==> src/rtl/button_pkg.sv <==
// button_pkg
//   Shared constants for the push-button front-end: default timing parameters,
//   channel index names used by the clock/alarm control FSM, and a helper that
//   sizes counters.
package button_pkg;

    localparam int DEF_N_CH            = 3;
    localparam int DEF_DEBOUNCE_CYCLES = 16;
    localparam int DEF_REPEAT_DELAY    = 0;   // 0 = auto-repeat disabled
    localparam int DEF_REPEAT_PERIOD   = 1;

    // Channel indices into btn_in / out_level / out_pulse.
    localparam int BTN_INC  = 0;
    localparam int BTN_DEC  = 1;
    localparam int BTN_FUNC = 2;

    // Bits needed to hold 0..max_val, never less than one bit so that a
    // degenerate parameter still yields a legal vector.
    function automatic int cnt_width(input int max_val);
        return (max_val < 1) ? 1 : $clog2(max_val + 1);
    endfunction

endpackage

==> src/rtl/button_channel.sv <==
// button_channel
//   One button path: 2-flop synchroniser -> debouncer -> press / auto-repeat
//   event generator.
//   Ports:
//     clk, reset  : system clock, asynchronous active-high reset
//     btn_raw     : raw button level, asynchronous to clk, 1 = pressed
//     stable      : debounced level
//     evt         : one-cycle event on press and on each auto-repeat
module button_channel
    import button_pkg::*;
#(
    parameter int DEBOUNCE_CYCLES = DEF_DEBOUNCE_CYCLES,
    parameter int REPEAT_DELAY    = DEF_REPEAT_DELAY,
    parameter int REPEAT_PERIOD   = DEF_REPEAT_PERIOD
) (
    input  logic clk,
    input  logic reset,
    input  logic btn_raw,
    output logic stable,
    output logic evt
);

    localparam int DB_W   = cnt_width(DEBOUNCE_CYCLES);
    localparam int HOLD_W = cnt_width(REPEAT_DELAY);
    localparam int PER_W  = cnt_width(REPEAT_PERIOD - 1);

    localparam logic [DB_W-1:0]   DB_LAST   = DB_W'(DEBOUNCE_CYCLES - 1);
    localparam logic [HOLD_W-1:0] HOLD_MAX  = HOLD_W'(REPEAT_DELAY);
    localparam logic [PER_W-1:0]  PER_LAST  = PER_W'(REPEAT_PERIOD - 1);
    localparam bit                REPEAT_EN = (REPEAT_DELAY > 0);

    logic              sync1_q, sync1_d;
    logic              sync2_q, sync2_d;
    logic              stable_q, stable_d;
    logic              stable_dly_q, stable_dly_d;
    logic [DB_W-1:0]   db_cnt_q, db_cnt_d;
    logic [HOLD_W-1:0] hold_cnt_q, hold_cnt_d;
    logic [PER_W-1:0]  per_cnt_q, per_cnt_d;
    logic              at_delay;
    logic              press;
    logic              rpt;

    always_comb begin
        sync1_d      = btn_raw;
        sync2_d      = sync1_q;
        stable_dly_d = stable_q;

        // Debounce: the count survives only while the synced level keeps
        // disagreeing with stable; any agreement (a bounce back) restarts it.
        stable_d = stable_q;
        db_cnt_d = '0;
        if (sync2_q != stable_q) begin
            if (db_cnt_q == DB_LAST) begin
                stable_d = sync2_q;
            end else begin
                db_cnt_d = db_cnt_q + 1'b1;
            end
        end

        // Hold counter saturates at REPEAT_DELAY so it can never wrap into a
        // spurious event; after that the period counter paces the repeats.
        // Both are held at zero while released, so a press starts from zero.
        at_delay   = (hold_cnt_q == HOLD_MAX);
        hold_cnt_d = '0;
        per_cnt_d  = '0;
        if (REPEAT_EN && stable_q) begin
            if (!at_delay) begin
                hold_cnt_d = hold_cnt_q + 1'b1;
            end else begin
                hold_cnt_d = hold_cnt_q;
                per_cnt_d  = (per_cnt_q == PER_LAST) ? '0 : per_cnt_q + 1'b1;
            end
        end

        press = stable_q & ~stable_dly_q;
        rpt   = REPEAT_EN && stable_q && at_delay && (per_cnt_q == '0);
    end

    always_ff @(posedge clk or posedge reset) begin
        if (reset) begin
            sync1_q      <= 1'b0;
            sync2_q      <= 1'b0;
            stable_q     <= 1'b0;
            stable_dly_q <= 1'b0;
            db_cnt_q     <= '0;
            hold_cnt_q   <= '0;
            per_cnt_q    <= '0;
        end else begin
            sync1_q      <= sync1_d;
            sync2_q      <= sync2_d;
            stable_q     <= stable_d;
            stable_dly_q <= stable_dly_d;
            db_cnt_q     <= db_cnt_d;
            hold_cnt_q   <= hold_cnt_d;
            per_cnt_q    <= per_cnt_d;
        end
    end

    assign stable = stable_q;
    assign evt    = press | rpt;

endmodule

==> src/rtl/button_input_register.sv <==
// button_input_register
//   Multi-channel push-button front-end for the clock/alarm control FSM.
//   Each channel is synchronised, debounced and turned into a stable level
//   plus press/auto-repeat pulses; chip_select gates the output register.
//   Ports:
//     clk, reset  : system clock, asynchronous active-high reset
//     btn_in      : raw button levels (N_CH), 1 = pressed
//     chip_select : 1 = load new results, 0 = freeze level, suppress pulses
//     out_level   : registered debounced level per channel
//     out_pulse   : registered one-cycle event per channel
module button_input_register
    import button_pkg::*;
#(
    parameter int N_CH            = DEF_N_CH,
    parameter int DEBOUNCE_CYCLES = DEF_DEBOUNCE_CYCLES,
    parameter int REPEAT_DELAY    = DEF_REPEAT_DELAY,
    parameter int REPEAT_PERIOD   = DEF_REPEAT_PERIOD
) (
    input  logic            clk,
    input  logic            reset,
    input  logic [N_CH-1:0] btn_in,
    input  logic            chip_select,
    output logic [N_CH-1:0] out_level,
    output logic [N_CH-1:0] out_pulse
);

    logic [N_CH-1:0] stable;
    logic [N_CH-1:0] evt;
    logic [N_CH-1:0] out_level_q, out_level_d;
    logic [N_CH-1:0] out_pulse_q, out_pulse_d;

    for (genvar i = 0; i < N_CH; i++) begin : g_ch
        button_channel #(
            .DEBOUNCE_CYCLES (DEBOUNCE_CYCLES),
            .REPEAT_DELAY    (REPEAT_DELAY),
            .REPEAT_PERIOD   (REPEAT_PERIOD)
        ) u_ch (
            .clk     (clk),
            .reset   (reset),
            .btn_raw (btn_in[i]),
            .stable  (stable[i]),
            .evt     (evt[i])
        );
    end

    // Events arriving while deselected are dropped rather than queued.
    always_comb begin
        out_level_d = out_level_q;
        out_pulse_d = '0;
        if (chip_select) begin
            out_level_d = stable;
            out_pulse_d = evt;
        end
    end

    always_ff @(posedge clk or posedge reset) begin
        if (reset) begin
            out_level_q <= '0;
            out_pulse_q <= '0;
        end else begin
            out_level_q <= out_level_d;
            out_pulse_q <= out_pulse_d;
        end
    end

    assign out_level = out_level_q;
    assign out_pulse = out_pulse_q;

endmodule

==> config.mk <==
export PLATFORM = sky130hd
export DESIGN_NAME = button_input_register
export DESIGN_NICKNAME = d
export VERILOG_FILES = /design/src/rtl/button_pkg.sv /design/src/rtl/button_channel.sv /design/src/rtl/button_input_register.sv
export SDC_FILE = /design/constraint.sdc
export NUM_CORES = 1
export LEC_CHECK = 0
export BUFFER_PORTS_ARGS = -buffer_cell sky130_fd_sc_hd__buf_2
export CAP_MARGIN = 20
export CORE_MARGIN = 5
export CORE_UTILIZATION = 30
export CTS_CLUSTER_SIZE = 28
export DETAILED_ROUTE_END_ITERATION = 10
export GPL_TIMING_DRIVEN = 0
export HOLD_SLACK_MARGIN = 0.05
export PLACE_DENSITY = 0.54
export SLEW_MARGIN = 20
export SYNTH_ARGS = -nofsm -noshare
export SYNTH_HDL_FRONTEND = slang
export SYNTH_HIERARCHICAL = 1
export SYNTH_SLANG_ARGS = --single-unit
==> constraint.sdc <==
create_clock -name clk -period 1.3 [get_ports clk]
set_input_delay 0.26 -clock clk [delete_from_list [all_inputs] [get_ports clk]]
set_output_delay 0.26 -clock clk [all_outputs]
set_load 0.1 [all_outputs]
## Word-level counts from Yosys, hierarchy flattened

Index checks and enable logic that the tools add are counted.

| storage, ports and cells | value |
|---|---|
| bits in registers | 33 |
| input bits | 6 |
| word-level logic and storage cells | 42 |

| operators by class | value |
|---|---|
| $add $sub $neg | 3 |
| eq/ne operators | 6 |
| muxes and demuxes | 7 |
| bitwise gates (word level) | 6 |
| reduce and logical (&&, ||, !) cells | 3 |

Operator list:

| operator | count |
|---|---|
| 5-bit 2-to-1 mux | 6 |
| 5-bit by 1-bit adder with 5-bit output (second input constant) | 3 |
| 5-bit by 4-bit == test with 1-bit output (second input constant) | 3 |
| 2-bit AND reduction | 3 |
| 1-bit bitwise AND | 3 |
| 3-bit 2-to-1 mux | 1 |
| 1-bit inequality test | 3 |
| 1-bit inverter | 3 |

## Logic depth before layout (Yosys ltp)

Gate-level depths: netlist of the first run.

| depth | value |
|---|---|
| word-level depth | 3 |
| gate-level depth with buffers | 4 |
| mapped depth without buffers | 4 |

## Hierarchy

Netlist of the first run, hierarchy kept.

By module, submodules not included:

| module | instances | cells each | area an instance (um^2) | sequential area each (um^2) |
|---|---|---|---|---|
| button_channel | 3 | 26 | 342.8 | 225.2 |
| button_input_register | 1 | 13 | 210.2 | 150.1 |

## Worst setup path before layout of the first run

No wires, ideal clock.

| timing | value |
|---|---|
| path kind | register -> register |
| start | reg out_level[0] (netlist name) |
| end | reg out_level_q[0], in the netlist out_level[0] |
| setup time | 0.125 ns |
| arrival | 1.130 ns |
| data required time | 1.175 ns |
| slack | 0.044 ns |
| cell stages (with the launch flop) | 2 |
| path buffers | 0 |
| cells stage by stage | dfrtp_1 -> mux2_2 |

RTL lines:

| item | RTL line | source |
|---|---|---|
| end signal, assigned | button_input_register.sv:61 | `out_level_q <= out_level_d;` |
| end, declared | button_input_register.sv:29 | `logic [N_CH-1:0] out_level_q, out_level_d;` |

## Final worst setup path of the first run

| timing | value |
|---|---|
| start | reg g_ch[2].u_ch.db_cnt_q[0] |
| end | reg g_ch[2].u_ch.stable_q |

| between the ends | value |
|---|---|
| cells in the longest elaborated chain, start to end | 2 |

RTL lines:

| item | RTL line | source |
|---|---|---|
| start, declared | button_channel.sv:36 | `logic [DB_W-1:0] db_cnt_q, db_cnt_d;` |
| start signal, assigned | button_channel.sv:93 | `db_cnt_q <= db_cnt_d;` |
| 5-bit by 4-bit == test with 1-bit output | button_channel.sv:53 | `if (db_cnt_q == DB_LAST) begin` |
| 2-bit AND reduction (no source line) | - |  |
| end signal, assigned | button_channel.sv:91 | `stable_q <= stable_d;` |
| end, declared | button_channel.sv:34 | `logic stable_q, stable_d;` |

Every way passes these cells.
A chain may end at the register's enable or synchronous reset.

==> results of run 1 <==
critical path: stages, from the launching register on:
cell and delay, ns:
dfrtp_1 0.37, ha_2 0.21, nand3_2 0.11, nor2_2 0.10
mux2_1 0.32
cells by family (layout without fill, tap and decap cells):
family                   count (synthesis)  count (layout)  share of synthesized area (%)
multiplexers                             6               6                           5.45
XOR/XNOR                                 9               9                           6.36
AND/OR/NAND/NOR                         30              30                           14.2
AO/OA/AOI/OAI                            3               3                           2.12
flip-flops                              33              33                           66.7
buffers and inverters                    7              28                           2.12
adder cells (fa/ha/maj)                  3               3                           3.03
layer usage:
metal | vias to the layer above | track usage [%] | share of wire, %
li1 | 328 | - | -
met5 | - | 0 | 0
met4 | 0 | 4.15 | 2.5
met3 | 6 | 4.46 | 8.1
met1 | 336 | 8.33 | 44
met2 | 15 | 11.4 | 46
what timing repair did:
| action | CTS | global route |
|---|---|---|
| buffers inserted | 0 | 1 |
| hold buffers | 1 | 0 |
| hold endpoints to repair | 33 | 0 |
| pin swaps | 0 | 1 |
| endpoints found under the setup margin | 3 | 6 |
| gates resized for setup | 3 | 8 |
path summary, 6_finish.rpt:
path | end | start | cells past startpoint | slack [ns]
setup reg to reg | g_ch[2].u_ch/stable | g_ch[2].u_ch/db_cnt_q[0] | 4 | 0.08
setup / recovery | g_ch[2].u_ch/stable | g_ch[2].u_ch/db_cnt_q[0] | 4 | 0.08
min in group asynchronous | out_level[0] | reset | 3 | 0.48
hold reg to reg | g_ch[2].u_ch/sync2_q | g_ch[2].u_ch/sync1_q | 0 | 0.35
max in group asynchronous | g_ch[0].u_ch/db_cnt_q[3] | reset | 3 | 0.51
hold / removal | g_ch[2].u_ch/sync1_q | btn_in[2] | 1 | 0.09
stage by stage:
step | hold WS [ns] | TNS, ns | std cells | power [W] | cell area, um2
finish | 0.0916 | 0 | 162 | 0.00199 | 1510
global route | 0.0828 | -0.0234 | 162 | 0.00209 | 1510
CTS | 0.0766 | 0 | 161 | 0.00203 | 1480
detailed placement | 0.232 | 0 | 152 | 0.00119 | 1360
global placement | 0.226 | 0 | 152 | 0.00118 | 1360
floorplan | 0.0510 | 0 | 91 | 0.00116 | 1240
report_power, final:
part	internal [W]	total, W	switching, W
sequential	0.00106	0.00108	0.0000244
clock	0.000478	0.000813	0.000336
combinational	0.0000412	0.0000971	0.0000559
layout by cell type, fill, tap and decap left out, drive strengths merged:
master	n
nand3	6
mux2	6
xor2	9
buf	9
dlygate4sd3	1
dfrtp	33
nor2	12
and3	3
inv	7
clkbuf	10
o21ai	3
ha	3
clkinv	1
nor2b	3
and2	6
state kept, by name, summed over array words and instances (netlist names):
register / count
g_ch.u_ch/db_cnt_q: 15
g_ch.u_ch/sync1_q: 3
out_pulse: 3
g_ch.u_ch/sync2_q: 3
g_ch.u_ch/stable: 3
g_ch.u_ch/stable_dly_q: 3
out_level: 3
final cells by class:
type / count / area, um2
clock buffer: 7 / 96.3
clock inverter: 1 / 5.00
fill: 378 / 2490
inverter: 7 / 26.3
multi-input combinational: 51 / 407
sequential: 33 / 826
tap: 50 / 62.6
timing repair buffer: 13 / 87.6
==> qor.yml, run 1 <==
clock_network:
  clkSlewWorstSetupHoldPaths_ns: 0.06
  cts_sinks: 33
  cts_buffers: 5
  clock_path_buffers: 2
  htree_levels: 2
  root_buffer: "clkbuf_8"
  cts_tree: "done"
  insertion_delay_ns: 0.27
synthesis:
  synth_area_leaders: "dfrtp_1, xor2_1, ha_1"
  synth_top_cell_area_share_pct: 66.7
  yosysMostFrequentCell: "dfrtp_1"
  syn_inst: 91
  ys_seq_area_share_pct: 66.7
  dominantRegCellSynth: "dfrtp_1"
  synth_nets: 100
  async_flop_share_pct: 100
  synth_area_um2: 1240
  synth_cell_type_count: 15
  ys_ff_latch: 33
  syn_area_per_cell_um2: 13.6
  yosysTopAreaCell: "dfrtp_1"
  ys.warnings.count: 6
  synthTopCellsByCount: "dfrtp_1, nor2_1, xor2_1"
  synth-edff-count: 0
sta:
  fmax_mhz: 819
  setup_viol: 0
  clock_skew_ns: 0.00240
  period_minus_slack_ns: 1.22
  fin_crit_sh_pct: 94.0
  setup_ws_ns: 0.0783
  slew_violations: 0
  tightest_slew_ns: 0.356
  report.final.hold_viol_count: 0
  slew_headroom_pct: 76.2
drt:
  wl_per_cell_um: 10.8
  drc: 0
  dr.pass1.iters: 4
  num_vias: 685
  avgViaCountPerCell: 4.23
  totalWireLength_um: 1750
  ant_nets: 0
  drt-initial-drc-count: 20
setup_path:
  worstSetupEndpointType: "flop"
  cp.arrival_ns: 1.38
  crit_fanout: 3
  crit_type: "flop to flop"
  cp.required_ns: 1.46
  startpoint_type: "flop"
die:
  core_um2: 4000
  fp.dieW_um: 74.3
  initial_core_util_pct: 31.0
  dieArea_um2: 5510
  rows: 23
  io_pins: 12
  fp.dieH_um: 74.3
power:
  power_density_nw_per_um2: 1320
  total_leakage_power_nw: 0.792
  vdd_drop_max_uv: 542
grt:
  overflow: 0
  grt_pass1_wl_um: 3040
  antenna_found_initial: 0
  grt_start_max_net_pins: 11
  first_global_vias: 700
  grt.total_usage_pct: 7.56
placed_design:
  place_congestion: 0.698
  place_ws_ns: 0.0499
  dpl.hpwl_um: 1290
  port_buffers: 11
flow_run:
  drv_cap: 0
outcome:
  status: "finished, final reports clean"
layout:
  diodes: 0
  drive_above_1_share_pct: 34.8
  nets: 120
  fin_util_pct: 37.8
  syn_to_final_growth_pct: 21.9
hold_path:
  hold_class: "primary input to flop"
Power figures use the tool's default switching activity.
==> inputs of run 2 (changes only) <==
- ABC_AREA: default -> 1
- REMOVE_ABC_BUFFERS: default -> 1
- TNS_END_PERCENT: default -> 5
==> run 2 against run 1 <==
Compared with the run above:
- setup slack better by 0.032 ns
- largest power group unchanged
- global-route usage rose by 1.3 points
- sequential share of layout area fell by 0.14 points
- critical path depth down 3
- critical endpoint is now out_level[1]
==> qor.yml, run 2 <==
drt:
  ant_nets: 0
  dr.pass1.iters: 4
  totalWireLength_um: 2140
  drc: 0
  avgViaCountPerCell: 4.22
  num_vias: 886
  wl_per_cell_um: 10.2
  drt-initial-drc-count: 15
sta:
  report.final.hold_viol_count: 0
  holdWs_ns: 0.0846
  slew_violations: 0
  clock_skew_ns: 0.00201
  slew_headroom_pct: 76.3
  period_minus_slack_ns: 1.19
  tightest_slew_ns: 0.355
  setup_viol: 0
  setup_tns_ns: 0
  fmax_mhz: 841
  fin_crit_sh_pct: 91.5
  rsz0062_at_grt: "no"
layout:
  final_cell_mix: "nand2_1, dfrtp_1, inv_1"
  diodes: 0
  top_register: "g_ch.u_ch/db_cnt_q"
  post-route-cell-area_um2: 1510
  largest_reg_flops: 15
  final_common_cell: "nand2_1"
  nets: 168
  syn_to_final_growth_pct: 17.2
  drive_above_1_share_pct: 10.6
synthesis:
  yosysMostFrequentCell: "nand2_1"
  yosys.area_share.simple_pct: 23.5
  dominantRegCellSynth: "dfrtp_1"
  synth_area_um2: 1290
  ys_ff_latch: 33
  synth_cell_type_count: 9
  synth-edff-count: 0
  syn_area_per_cell_um2: 9.22
  ys_seq_area_share_pct: 64.0
  synth_area_leaders: "dfrtp_1, nand2_1, inv_1"
  synthTopCellsByCount: "nand2_1, dfrtp_1, inv_1"
  synth_compound_area_share_pct: 0
  syn_inst: 140
  yosys.area_share.xor_xnor_pct: 2.03
  async_flop_share_pct: 100
  synth_top_cell_area_share_pct: 64.0
  synthAdderAreaFrac_pct: 2.91
  ys.warnings.count: 6
  muxShareOfSynthArea_pct: 0
  yosysTopAreaCell: "dfrtp_1"
  synth_top_family_by_area: "simple AND/OR/NAND/NOR gates"
hold_path:
  hold_depth: 1
  hold_path.startpoint: "btn_in[0]"
  hold_class: "primary input to flop"
  min_to: "g_ch[0].u_ch/sync1_q"
setup_path:
  cp_cell_sequence: "buf_4"
  cp.arrival_ns: 0.93
  ff2ff_path_depth: 4
  startpoint_type: "flop"
  slowest_stage: "dfrtp_1"
  cp.required_ns: 1.04
  crit_type: "flop to output port"
  critPathTopFamily: "flip-flops"
  cp_slowest_stage_delay_ns: 0.35
  rrSetupSlack_ns: 0.25
  worstSetupEndpointType: "output port"
  cp_num_buf_inv: 1
  r2r-start: "g_ch[1].u_ch/db_cnt_q[0]"
  r2r_end: "g_ch[1].u_ch/db_cnt_q[1]"
  crit_fanout: 2
power:
  switchingPower_w: 0.000433
  power_density_nw_per_um2: 1260
  total_leakage_power_nw: 0.833
  sw_frac_of_total_pct: 22.7
  vdd_drop_max_uv: 435
  combinationalPowerShare_pct: 5.0
  pwr-share-clk_pct: 38.0
  p_int_w: 0.00148
  pwr-share-seq_pct: 57.0
  finalPower_w: 0.00191
die:
  fp.dieW_um: 75.6
  dieArea_um2: 5720
  rows: 23
  fp.dieH_um: 75.6
  io_pins: 12
  initial_core_util_pct: 31.6
  core_um2: 4090
placed_design:
  place_congestion: 0.749
  port_buffers: 11
  placed_area_um2: 1410
  dpl.hpwl_um: 1570
clock_network:
  cts_sinks: 33
  insertion_delay_ns: 0.28
  clock_path_buffers: 2
  root_buffer: "clkbuf_8"
  postCtsSetupBuffers: 0
  cts_tree: "done"
  htree_levels: 2
  cts_buffers: 5
  clkSlewWorstSetupHoldPaths_ns: 0.06
flow_run:
  drv_cap: 0
outcome:
  status: "finished, final reports clean"
grt:
  first_global_vias: 855
  overflow: 0
  grt_pass1_wl_um: 3630
  antenna_found_initial: 0
  grt_start_max_net_pins: 10
  grt.total_usage_pct: 8.81
-- run 2: how the worst max path moves through the flow --
stage	to	slack, ns	depth (start not counted)	start
after floorplan	out_level[0]	0.14	0	out_level[0]
after global placement	out_level[1]	0.28	1	out_level[1]
after detailed placement	g_ch[1].u_ch/db_cnt_q[0]	0.24	4	g_ch[1].u_ch/db_cnt_q[0]
after CTS	out_pulse[0]	0.02	1	out_pulse[0]
after global routing	out_level[1]	0.07	1	out_level[1]
final	out_level[1]	0.11	1	out_level[1]
-- run 2: cell type report --
cell class	instances	area (um2)
clock buffer	8	80.1
fill	412	2570
inverter	26	97.6
multi-input combinational	81	368
sequential	33	826
tap	50	62.6
timing repair buffer	12	80.1
-- run 2: kinds of logic after synthesis --
group / after synthesis
flops: 33
simple gates: 75
fa+ha+maj: 3
buf+inv: 26
xor+xnor: 3
-- run 2: what timing repair did --
item	CTS	global route
endpoints found under the setup margin	5	1
hold endpoints to repair	33	0
resized for setup	5	1
hold buffers	1	0
-- run 2: power by group through the flow --
stage	Combinational [W]	Sequential (W)	Clock, W
final	0.0000956	0.00109	0.000724
after global routing	0.000115	0.00109	0.000797
after CTS	0.0000987	0.00109	0.000755
after detailed placement	0.0000960	0.00111	0
after global placement	0.0000913	0.00110	0
after floorplan	0.0000680	0.00110	0
-- run 2: per-stage QoR --
step	util (%)	setup slack [ns]	cells
finish	37.0	0.110	210
global route	37.0	0.0696	210
CTS	37.0	0.0166	210
detailed placement	34.5	0.245	201
global placement	34.5	0.282	201
floorplan	-	0.142	140
-- run 2: metal layers --
metal | GRT usage (%) | part of all wire, %
met1 | 10.9 | 49
met2 | 12.3 | 42
met3 | 4.75 | 6.9
met4 | 4.66 | 2.0
met5 | 0 | 0
==> inputs of run 3 (changes only) <==
- CORE_ASPECT_RATIO: default -> 0.6
==> run 3 against run 2 <==
Compared with the run above:
- worst hold slack is essentially flat
- cell area grew 1.2%
- clock power grew 3.0%
- setup slack lost 0.016 ns
- non-clock buffer count is the same
- largest cell class unchanged
- largest power group unchanged
==> qor.yml, run 3 (synthesis gave the netlist of run 2 again) <==
outcome:
  status: "finished, final reports clean"
placed_design:
  placed_area_um2: 1420
  place_congestion: 0.752
  port_buffers: 11
  dpl.hpwl_um: 1570
setup_path:
  crit_fanout: 2
  cp_cell_sequence: "buf_4"
  cp_num_buf_inv: 1
  startpoint_type: "flop"
  ff2ff_path_depth: 4
  cp.arrival_ns: 0.95
  slowest_stage: "dfrtp_1"
  cp_slowest_stage_delay_ns: 0.37
  crit_type: "flop to output port"
  cp.required_ns: 1.04
  r2r_end: "g_ch[0].u_ch/db_cnt_q[0]"
  rrSetupSlack_ns: 0.21
  worstSetupEndpointType: "output port"
  critPathTopFamily: "flip-flops"
  r2r-start: "g_ch[0].u_ch/db_cnt_q[0]"
sta:
  rsz0062_at_grt: "no"
  fmax_mhz: 829
  clock_skew_ns: 0.00647
  slew_headroom_pct: 76.7
  period_minus_slack_ns: 1.21
  setup_viol: 0
  tightest_slew_ns: 0.349
  fin_crit_sh_pct: 92.7
  setup_tns_ns: 0
  report.final.hold_viol_count: 0
  slew_violations: 0
drt:
  num_vias: 863
  ant_nets: 0
  wl_met2_um: 937
  top_layer_used: "met4"
  wl_per_cell_um: 9.40
  drt-initial-drc-count: 38
  met1_length_um: 995
  drc: 0
  avgViaCountPerCell: 3.92
  totalWireLength_um: 2070
  wl_met3_um: 97
  dr.pass1.iters: 4
die:
  initial_core_util_pct: 31.3
  fp.dieW_um: 94.7
  fp.dieH_um: 60.8
  io_pins: 12
  rows: 18
  dieArea_um2: 5760
  core_um2: 4120
clock_network:
  cts_sinks: 33
  insertion_delay_ns: 0.28
  htree_levels: 2
  clock_path_buffers: 2
  root_buffer: "clkbuf_8"
  clkSlewWorstSetupHoldPaths_ns: 0.07
  postCtsSetupBuffers: 0
  cts_tree: "done"
  cts_buffers: 5
hold_path:
  hold_depth: 1
  hold_path.startpoint: "btn_in[1]"
  hold_class: "primary input to flop"
  min_to: "g_ch[1].u_ch/sync1_q"
layout:
  final_common_cell: "nand2_1"
  post-route-cell-area_um2: 1530
  largest_reg_flops: 15
  drive_above_1_share_pct: 12.5
  top_register: "g_ch.u_ch/db_cnt_q"
  final_cell_mix: "nand2_1, dfrtp_1, inv_1"
  syn_to_final_growth_pct: 18.7
  diodes: 0
  nets: 168
grt:
  first_global_vias: 869
  antenna_found_initial: 0
  grt_pass1_wl_um: 3840
  grt.total_usage_pct: 8.95
  grt_start_max_net_pins: 12
  overflow: 0
flow_run:
  drv_cap: 0
power:
  vdd_drop_max_uv: 397
  finalPower_w: 0.00193
  total_leakage_power_nw: 0.837
  power_density_nw_per_um2: 1260
-- run 3: per-stage QoR --
| step | worst slack, ns | hold slack (ns) | instances | utilization (%) |
|---|---|---|---|---|
| 6_report | 0.0944 | 0.0843 | 220 | 37.2 |
| 5_1_grt | 0.0492 | 0.0672 | 220 | 37.2 |
| 4_1_cts | 0.000957 | 0.0742 | 220 | 37.1 |
| 3_5_place_dp | 0.225 | 0.227 | 211 | 34.5 |
| 3_3_place_gp | 0.273 | 0.225 | 211 | 34.5 |
| 2_1_floorplan | 0.142 | 0.0510 | 140 | - |
-- run 3: per-layer routing --
layer / vias to the layer above / GRT usage, %
met1: 394 / 10.6
met4: 0 / 4.93
met3: 5 / 3.84
met2: 10 / 14.0
li1: 454 / -
met5: - / 0
-- run 3: where the power goes --
group	switching [W]	internal, W	total, W
Clock	0.000377	0.000369	0.000746
Sequential	0.0000281	0.00106	0.00109
Combinational	0.0000603	0.0000354	0.0000958
Total	0.000465	0.00146	0.00193
-- run 3: how the worst max path moves through the flow --
stage / cells after the start / from / endpoint
floorplan: 0 / out_level[0] / out_level[0]
global placement: 1 / out_level[1] / out_level[1]
detailed placement: 4 / g_ch[0].u_ch/db_cnt_q[0] / g_ch[0].u_ch/db_cnt_q[0]
CTS: 1 / out_pulse[1] / out_pulse[1]
global route: 1 / out_level[1] / out_level[1]
finish: 1 / out_level[1] / out_level[1]
-- run 3: area by class of cell --
class	count	area (um2)
Multi-Input combinational cell	81	368
Timing Repair Buffer	12	80.1
Inverter	26	97.6
Sequential cell	33	826
Clock inverter	3	17.5
Fill cell	418	2590
Clock buffer	5	68.8
Tap cell	60	75.1
-- run 3: timing repair --
item                                   CTS  global route
endpoints found under the hold margin   33             0
setup endpoints to repair                4             2
gates resized for setup                  4             2
hold buffers                             1             0
